`config.mk`:
```
export PLATFORM = sky130hd
export DESIGN_NAME = lifo_fifo_buffer
export DESIGN_NICKNAME = d
export VERILOG_FILES = /design/src/rtl/buf_pkg.sv /design/src/rtl/buf_ram.sv /design/src/rtl/lifo_fifo_buffer.sv
export SDC_FILE = /design/constraint.sdc
export NUM_CORES = 1
export LEC_CHECK = 0
export ABC_AREA = 1
export BUFFER_PORTS_ARGS = -buffer_cell sky130_fd_sc_hd__buf_2
export CAP_MARGIN = 20
export CORE_MARGIN = 2
export CORE_UTILIZATION = 40
export CTS_CLUSTER_SIZE = 10
export DETAILED_ROUTE_END_ITERATION = 6
export PLACE_DENSITY = 0.58
export SLEW_MARGIN = 20
export SYNTH_ARGS = -nofsm -noshare
export SYNTH_HDL_FRONTEND = slang
export SYNTH_SLANG_ARGS = --single-unit
export TNS_END_PERCENT = 50
```
`constraint.sdc`:
```
create_clock -name clk -period 2.6 [get_ports clk]
set_input_delay 0.26 -clock clk [delete_from_list [all_inputs] [get_ports clk]]
set_output_delay 0.26 -clock clk [all_outputs]
set_load 0.02 [all_outputs]
```
`src/rtl/buf_pkg.sv`:
```
// Shared constants and helpers for the lifo_fifo_buffer slice: mode encoding,
// pointer/count width sizing and a wrap-increment for non-power-of-two depths.
package buf_pkg;

    localparam logic MODE_LIFO = 1'b0;
    localparam logic MODE_FIFO = 1'b1;

    // Bits needed to hold values 0..n-1, never less than one bit.
    function automatic int buf_width(input int n);
        return (n < 2) ? 1 : $clog2(n);
    endfunction

    function automatic int unsigned wrap_inc(input int unsigned p, input int unsigned n);
        return (p + 1 >= n) ? 0 : p + 1;
    endfunction

endpackage

```
`src/rtl/buf_ram.sv`:
```
// DATA_WIDTH x DEPTH storage: synchronous write, asynchronous read, no reset.
module buf_ram #(
    parameter int DATA_WIDTH = 8,
    parameter int DEPTH      = 8,
    parameter int AW         = 3
) (
    input  logic                  clk_i,
    input  logic                  we_i,
    input  logic [AW-1:0]         waddr_i,
    input  logic [DATA_WIDTH-1:0] wdata_i,
    input  logic [AW-1:0]         raddr_i,
    output logic [DATA_WIDTH-1:0] rdata_o
);

    logic [DATA_WIDTH-1:0] mem_q [DEPTH];

    always_ff @(posedge clk_i) begin
        if (we_i) mem_q[waddr_i] <= wdata_i;
    end

    assign rdata_o = mem_q[raddr_i];

endmodule

```
`src/rtl/lifo_fifo_buffer.sv`:
```
// Circular buffer usable as a stack or a queue, mode latched while empty.
// Optional almost_full/almost_empty outputs with LIFO_FIFO_ALMOST_FLAGS_EN.
module lifo_fifo_buffer
    import buf_pkg::*;
#(
    parameter int DATA_WIDTH    = 8,
    parameter int BUFFER_NO     = 8,
    parameter int ALMOST_MARGIN = 1
) (
    input  logic                                 clk,
    input  logic                                 reset,
    input  logic                                 mode,
    input  logic                                 wen,
    input  logic                                 ren,
    input  logic [DATA_WIDTH-1:0]                data_in,
    input  logic                                 clear_err,
    output logic [DATA_WIDTH-1:0]                data_out,
    output logic                                 rvalid,
    output logic                                 full,
    output logic                                 empty,
    output logic [buf_width(BUFFER_NO+1)-1:0]    count,
    output logic                                 active_mode,
`ifdef LIFO_FIFO_ALMOST_FLAGS_EN
    output logic                                 almost_full,
    output logic                                 almost_empty,
`endif
    output logic                                 overflow,
    output logic                                 underflow
);

    localparam int PTR_W = buf_width(BUFFER_NO);
    localparam int CNT_W = buf_width(BUFFER_NO + 1);
    localparam int SUM_W = CNT_W + 1;
    localparam logic [SUM_W-1:0] DEPTH_S = SUM_W'(BUFFER_NO);

    logic [PTR_W-1:0]      head_q, head_d;
    logic [CNT_W-1:0]      count_q, count_d;
    logic [DATA_WIDTH-1:0] data_q, data_d, rdata_w;
    logic                  rvalid_q, rvalid_d;
    logic                  ovf_q, ovf_d, unf_q, unf_d;
    logic                  mode_q, mode_d;

    logic                  empty_w, full_w, ren_ok, wen_ok, lifo_w;
    logic [SUM_W-1:0]      sum_w;
    logic [PTR_W-1:0]      tail_w, top_w, raddr_w, waddr_w;

    assign empty_w = (count_q == '0);
    assign full_w  = (count_q == CNT_W'(BUFFER_NO));
    assign ren_ok  = ren & ~empty_w;
    assign wen_ok  = wen & (~full_w | ren_ok);
    assign lifo_w  = (mode_q == MODE_LIFO);

    // tail = (head + count) mod N; stack top sits one slot below the tail.
    assign sum_w   = SUM_W'(head_q) + SUM_W'(count_q);
    assign tail_w  = PTR_W'((sum_w >= DEPTH_S) ? (sum_w - DEPTH_S) : sum_w);
    assign top_w   = (tail_w == '0) ? PTR_W'(BUFFER_NO - 1) : (tail_w - PTR_W'(1));
    assign raddr_w = lifo_w ? top_w : head_q;
    assign waddr_w = (lifo_w & ren_ok) ? top_w : tail_w;

    buf_ram #(
        .DATA_WIDTH (DATA_WIDTH),
        .DEPTH      (BUFFER_NO),
        .AW         (PTR_W)
    ) u_ram (
        .clk_i   (clk),
        .we_i    (wen_ok),
        .waddr_i (waddr_w),
        .wdata_i (data_in),
        .raddr_i (raddr_w),
        .rdata_o (rdata_w)
    );

    always_comb begin
        head_d   = head_q;
        count_d  = count_q + CNT_W'(wen_ok) - CNT_W'(ren_ok);
        data_d   = ren_ok ? rdata_w : data_q;
        rvalid_d = ren_ok;
        mode_d   = empty_w ? mode : mode_q;
        // A set on the same edge as clear_err wins.
        ovf_d    = (wen & ~wen_ok) | (ovf_q & ~clear_err);
        unf_d    = (ren & empty_w) | (unf_q & ~clear_err);
        if (!lifo_w && ren_ok) head_d = PTR_W'(wrap_inc(32'(head_q), BUFFER_NO));
    end

    always_ff @(posedge clk or negedge reset) begin
        if (!reset) begin
            head_q   <= '0;
            count_q  <= '0;
            data_q   <= '0;
            rvalid_q <= 1'b0;
            ovf_q    <= 1'b0;
            unf_q    <= 1'b0;
            mode_q   <= MODE_LIFO;
        end else begin
            head_q   <= head_d;
            count_q  <= count_d;
            data_q   <= data_d;
            rvalid_q <= rvalid_d;
            ovf_q    <= ovf_d;
            unf_q    <= unf_d;
            mode_q   <= mode_d;
        end
    end

    assign data_out    = data_q;
    assign rvalid      = rvalid_q;
    assign full        = full_w;
    assign empty       = empty_w;
    assign count       = count_q;
    assign active_mode = mode_q;
    assign overflow    = ovf_q;
    assign underflow   = unf_q;

`ifdef LIFO_FIFO_ALMOST_FLAGS_EN
    assign almost_full  = (32'(count_q) >= BUFFER_NO - ALMOST_MARGIN);
    assign almost_empty = (32'(count_q) <= ALMOST_MARGIN);
`endif

endmodule

```
# Word level (Yosys, flattened, before mapping)
# Memories as Yosys holds them, arrays and structs flattened. A register that Yosys moved wholly into a read port is not among the register bits.
# Cells that the tools add are included.
# W data, S select, Z words.
word_totals:
  mem_count: 1
  mem_bits_rw: 64
  latch_bits: 0
  ff_bits: 11
  in_bits: 14
  mem_bits_ro: 0
classes:
  mux: 7
  div: 0
  add_sub_neg: 6
  n_eq_ne: 1
  multipliers: 0
  shift: 0
  bitwise: 15
  reduce_logical: 4
  magnitude_cmp: 2
mem_list:
  columns: ["name", "depth", "width", "rd", "rd_ports_with_merged_regs", "wr", "line_no", "text"]
  rows:
  - ["u_ram.mem_q", 8, 8, 1, 1, 1, "buf_ram.sv:15", "logic [DATA_WIDTH-1:0] mem_q [DEPTH];"]
ops:
  columns: ["operator", "count"]
  rows:
  - ["$mux W3", 5]
  - ["$and A1 B1 Y1", 7]
  - ["$sub A3 B1 Y3 const B", 2]
  - ["$add A3 B4 Y5", 1]
  - ["$ge A5 B4 Y1 const B", 1]
  - ["$not A1 Y1", 5]
  - ["$add A3 B1 Y4 const B", 1]
  - ["$add A4 B1 Y4", 1]
  - ["$eq A4 B4 Y1 const B", 1]
  - ["$ge A4 B4 Y1 const B", 1]
  - ["$logic_not A4 Y1", 1]
  - ["$sub A4 B1 Y4", 1]
  - ["$logic_not A3 Y1", 1]
  - ["$or A1 B1 Y1", 3]
  - ["$mux W1", 2]
  - ["$logic_and A1 B1 Y1", 1]
  - ["$logic_not A1 Y1", 1]

# Longest topological paths before layout
logic_depth:
  depth_word: 8
  mapped_depth: 14
  mapped_depth_nobuf: 13

# Cells and area by module
# From an unflattened synthesis, not the netlist that was laid out.
unflattened:
  hier_cells: 429
  area_unflattened_um2: 3987.6
by_module_without_submodules:
  columns: ["mod", "cells_each", "n_inst", "area_each_um2"]
  rows:
  - ["buf_ram", 295, 1, 2890.3]
  - ["lifo_fifo_buffer", 134, 1, 1097.3]

# Worst setup path before layout
# No wires, ideal clock.
synth_timing:
  path_type: "register to register"
  from: "register count_q[0], in the netlist count[0]"
  to: "memory u_ram.mem_q[5][0] (enable)"
  arrival_time_ps: 2266
  slack_ps: -36
  path_stages_with_launch: 12
  setup_time_ps: 370
  n_path_buf: 0
  synth_period_minus_slack_ps: 2636
  cell_sequence: "dfrtp_1 ha_1 fa_1 inv_1 ha_1 inv_1 nand2_1 nand3_1 o21ai_0 inv_1 nand2_1 nor2_1"
synth_between:
  elab_chain_len: 7
  elab_cells_between_ends: 18
  cone_classes: "add/sub: 3; order compare: 1; eq/ne: 1; mux: 5; bitwise: 6; reduce/logical: 2"
synth_rtl:
  columns: ["item", "line_no", "text"]
  rows:
  - ["start: declaration", "lifo_fifo_buffer.sv:37", "logic [CNT_W-1:0] count_q, count_d;"]
  - ["start signal: assignment", "lifo_fifo_buffer.sv:96", "count_q <= count_d;"]
  - ["parallel branches: the longest is 7 deep, another holds $add A3 B4 Y5", null, null]
  - ["end: declaration", "buf_ram.sv:15", null]
# Several ways; the timed one is not identified.

# Final worst setup path
layout_timing:
  from: "register head_q[0]"
  to: "register data_q[1], in the netlist data_out[1], read port of u_ram.mem_q"
layout_between:
  elab_chain_len: 6
  elab_cells_between_ends: 8
  cone_classes: "add/sub: 3; order compare: 1; mux: 3; reduce/logical: 1"
layout_rtl:
  columns: ["item", "line_no", "text"]
  rows:
  - ["start: declaration", "lifo_fifo_buffer.sv:36", "logic [PTR_W-1:0] head_q, head_d;"]
  - ["start signal: assignment", "lifo_fifo_buffer.sv:87", "head_q <= '0;"]
  - ["start signal: assignment", "lifo_fifo_buffer.sv:95", "head_q <= head_d;"]
  - ["$add A3 B4 Y5", "lifo_fifo_buffer.sv:54", "assign sum_w = SUM_W'(head_q) + SUM_W'(count_q);"]
  - ["$ge A5 B4 Y1 or $sub A3 B1 Y3 (tied branches)", "lifo_fifo_buffer.sv:55", "assign tail_w = PTR_W'((sum_w >= DEPTH_S) ? (sum_w - DEPTH_S) : sum_w);"]
  - ["$mux W3", "lifo_fifo_buffer.sv:55", null]
  - ["$sub A3 B1 Y3 or $logic_not A3 Y1 (tied branches)", "lifo_fifo_buffer.sv:56", "assign top_w = (tail_w == '0) ? PTR_W'(BUFFER_NO - 1) : (tail_w - PTR_W'(1));"]
  - ["$mux W3", "lifo_fifo_buffer.sv:56", null]
  - ["$mux W3 (*)", "lifo_fifo_buffer.sv:57", "assign raddr_w = lifo_w ? top_w : head_q;"]
  - ["end: declaration", "lifo_fifo_buffer.sv:38", "logic [DATA_WIDTH-1:0] data_q, data_d, rdata_w;"]
# Mark *: on every way between the ends. The rest lies on a longest branch, timed or not.
# A chain may end at the register's enable or synchronous reset.

==> metrics.md <==
| Metric | Value |
|---|---|
| Commonest cells after routing, fill and taps aside | `nand2_1, nand3_1, inv_1` |
| Max_slew headroom | `70.2%` |
| Die area | `0.0105 sq mm` |
| Initial core utilization | `41.5%` |
| Peak fanout along the critical path | `16` |
| Mapped Area | `approximately 0.0039 sq mm` |
| Register area share after synthesis | `around three fifths` |
| Cell Rows | `35` |
| Tmin final | `between 2 and 2.5 ns` |
| Ys Warns | `0` |
| Worst Setup Path Type | `flop to flop` |
| Remaining global-route overflow | `0` |
| Initial antenna violation count | `0` |
| Clk slew on worst S/H paths | `0.08 ns` |
| Worst hold endpoint | `active_mode` |
| N_diodes | `0` |
| DRC violations left | `0` |
| Setup crit start kind | `flop` |
| Reg-to-Reg End | `data_out[1]` |
| CP most frequent cell | `nand3_1` |
| Most common cell after layout, fill and taps aside | `nand2_1` |
| Layout filler cell count | `915` |
| Routability cong. | `0.767` |
| Root cell of the clock tree | `clkbuf_8` |
| Worst Path Required | `2.85 ns` |
| Gr usage total | `17.9%` |
| Share of layout cells above drive strength 1 | `19.2%` |
| Slowest cell on the critical path | `fa_1` |
| Final WL | `about 9000 microns` |
| P&R area growth vs syn | `17.6%` |
| CTS tree | `yes` |
| Worst hold start | `mode` |
| Core area | `0.00933 sq mm` |
| Die H | `102 microns` |
| IO Count | `32` |
| Synth Net Count | `409` |
| Syn Area/Cell | `10.1 sq um` |
| GRT met3 Usage | `2.74%` |
| Post-route cell area | `around 0.0046 sq mm` |
| Worst min path class | `input port to flop` |
| Yosys reg bits | `83` |
| Drt initial violations | `192` |
| Pin slew with the least headroom to its limit | `0.448 ns` |
| Yosys top cell area share | `between 40% and 50%` |
| Grt peak-use layer | `met2` |
| Vias in the first global route | `2593` |
| Deepest clock path buffer count | `2` |
| Chip Width | `102 microns` |
| Antenna viol nets, final | `0` |
| CP endpoint kind | `flop` |
| Yosys top cell by area | `edfxtp_1` |
| Layout Nets | `461` |
| Grt met2 use | `between 20% and 30%` |
| Crit path DAT | `2.73 ns` |
| Pins Over Slew Limit | `0` |
| Worst path cell trace | `ha_1 > fa_1 > inv_1 > ha_1 > nand3_4 > nand3_4 > nand2_4 > buf_12 > nand2_1 > nand3_1 > nand3_1 > nand3_1 > nand2_1` |
| Hold path cells | `3` |
| Dpl cell area | `~0.0043 sq mm` |
| Maxcap violations | `0` |
| H-tree Lvls | `3` |
| RR Startpoint | `head_q[0]` |
| Routed vias | `roughly 2800` |
| Endpoints failing hold | `0` |
| Fmax | `403 MHz` |
| Synth unique cells | `28` |
| Met1 GRT Util | `between 20% and 30%` |
| Worst path top cell family by delay | `adder cells` |
| Setup-failing EPs final | `0` |
| Via density | `4.84` |
| Reg-to-reg slack, setup | `0.12 ns` |
| DRT Pass-1 Iters | `4` |
| Period Utilization, post-route | `95.4%` |
| Sink Count | `83` |
| R2R cell count | `13` |
| First-pass GRT wire length | `13700 microns` |
| Detail Placement HPWL | `between 6000 and 7000 microns` |
| Final Skew | `0.00693 ns` |
| Largest net degree at the start of global routing | `33` |
| CTS buffer count | `9` |
| Gate count of the mapped netlist | `roughly 390` |
| Synth area leaders | `edfxtp_1, dfrtp_1, nand3_1` |
| Worst Path Buf+Inv | `2` |
| Port bufs | `31` |
| Status | `complete, no violations` |
| Wirelength per Cell | `15.7 microns` |
| Clock latency on the worst-skew pair | `0.35 ns` |
| Critical path's largest stage delay | `roughly 0.48 ns` |
worst max path at each step:
| stage | from | to | slack (ns) | cells past startpoint |
|---|---|---|---|---|
| after floorplan | count[0] | u_ram.mem_q[0][0] | -0.03 | 9 |
| after global placement | head_q[0] | u_ram.mem_q[5][0] | 0.12 | 12 |
| after detailed placement | head_q[0] | u_ram.mem_q[5][0] | 0.10 | 12 |
| after CTS | head_q[0] | u_ram.mem_q[5][5] | 0.08 | 12 |
| after global routing | head_q[0] | data_out[1] | -0.01 | 11 |
| final | head_q[0] | data_out[1] | 0.12 | 13 |
worst register-to-register path, stage by stage (launching register included):
cell	delay, ns
dfrtp_1	0.40
ha_1	0.20
fa_1	0.48
inv_1	0.05
ha_1	0.22
nand3_4	0.12
nand3_4	0.13
nand2_4	0.12
buf_12	0.16
nand2_1	0.06
nand3_1	0.07
nand3_1	0.15
nand3_1	0.16
nand2_1	0.06
cell type report:
cell class / instances / area [sq um] / area share, %
sequential: 83 / 2400 / 52.7
multi-input combinational: 216 / 1130 / 24.8
timing repair buffer: 54 / 403 / 8.85
inverter: 73 / 278 / 6.10
tap: 129 / 161 / 3.54
clock buffer: 10 / 128 / 2.80
clock inverter: 6 / 56.3 / 1.24
timing repair:
action                                  CTS  global route
endpoints found under the setup margin    0            70
resized for setup                         0             5
setup buffers                             0             2
hold buffers                              1             0
hold endpoints to repair                 19             0
metal layers:
| metal | vias to the layer above | wire length (microns) |
|---|---|---|
| met3 | 17 | 698 |
| li1 | 1361 | - |
| met2 | 103 | 4310 |
| met4 | 0 | 182 |
| met5 | - | 0 |
| met1 | 1285 | 3790 |
state kept, by name, summed over array words and instances (netlist names):
name,cells
active_mode,1
count,4
data_out,8
head_q,3
overflow,1
rvalid,1
u_ram.mem_q,64
underflow,1
Yosys cell counts, drive strengths merged:
library cell and count:
nand2 89, o21ai 9, mux2 1, nor3b 1
a21boi 1, xor2 1, clkbuf 5, fa 2
inv 73, o22ai 1, dfrtp 19, xnor2 2
a21oi 2, edfxtp 64, ha 8, nand3 87
buf 8, nor2 12
logic make-up after synthesis:
logic type      count (synthesis)  share of synthesized area (%)
simple gates                  189                           22.3
buf+inv                        86                           9.21
flops                          83                           61.9
compound gates                 13                           1.97
fa+ha+maj                      10                           3.62
xor+xnor                        3                          0.679
mux                             1                          0.291
through the flow:
step / std cells / util [%] / setup TNS [ns] / setup slack (ns) / hold WS (ns)
detailed placement: 550 / 45.8 / 0 / 0.105 / 0.223
global placement: 550 / 45.8 / 0 / 0.121 / 0.221
CTS: 567 / 47.9 / 0 / 0.0826 / 0.0981
finish: 571 / 48.8 / 0 / 0.119 / 0.110
floorplan: 385 / - / -0.936 / -0.0282 / -0.0356
global route: 571 / 48.8 / -0.0142 / -0.0130 / 0.121
Power is left out: the tool's default activity adds up to more than one toggle a clock period on the data nets, which glitch-free logic cannot reach.
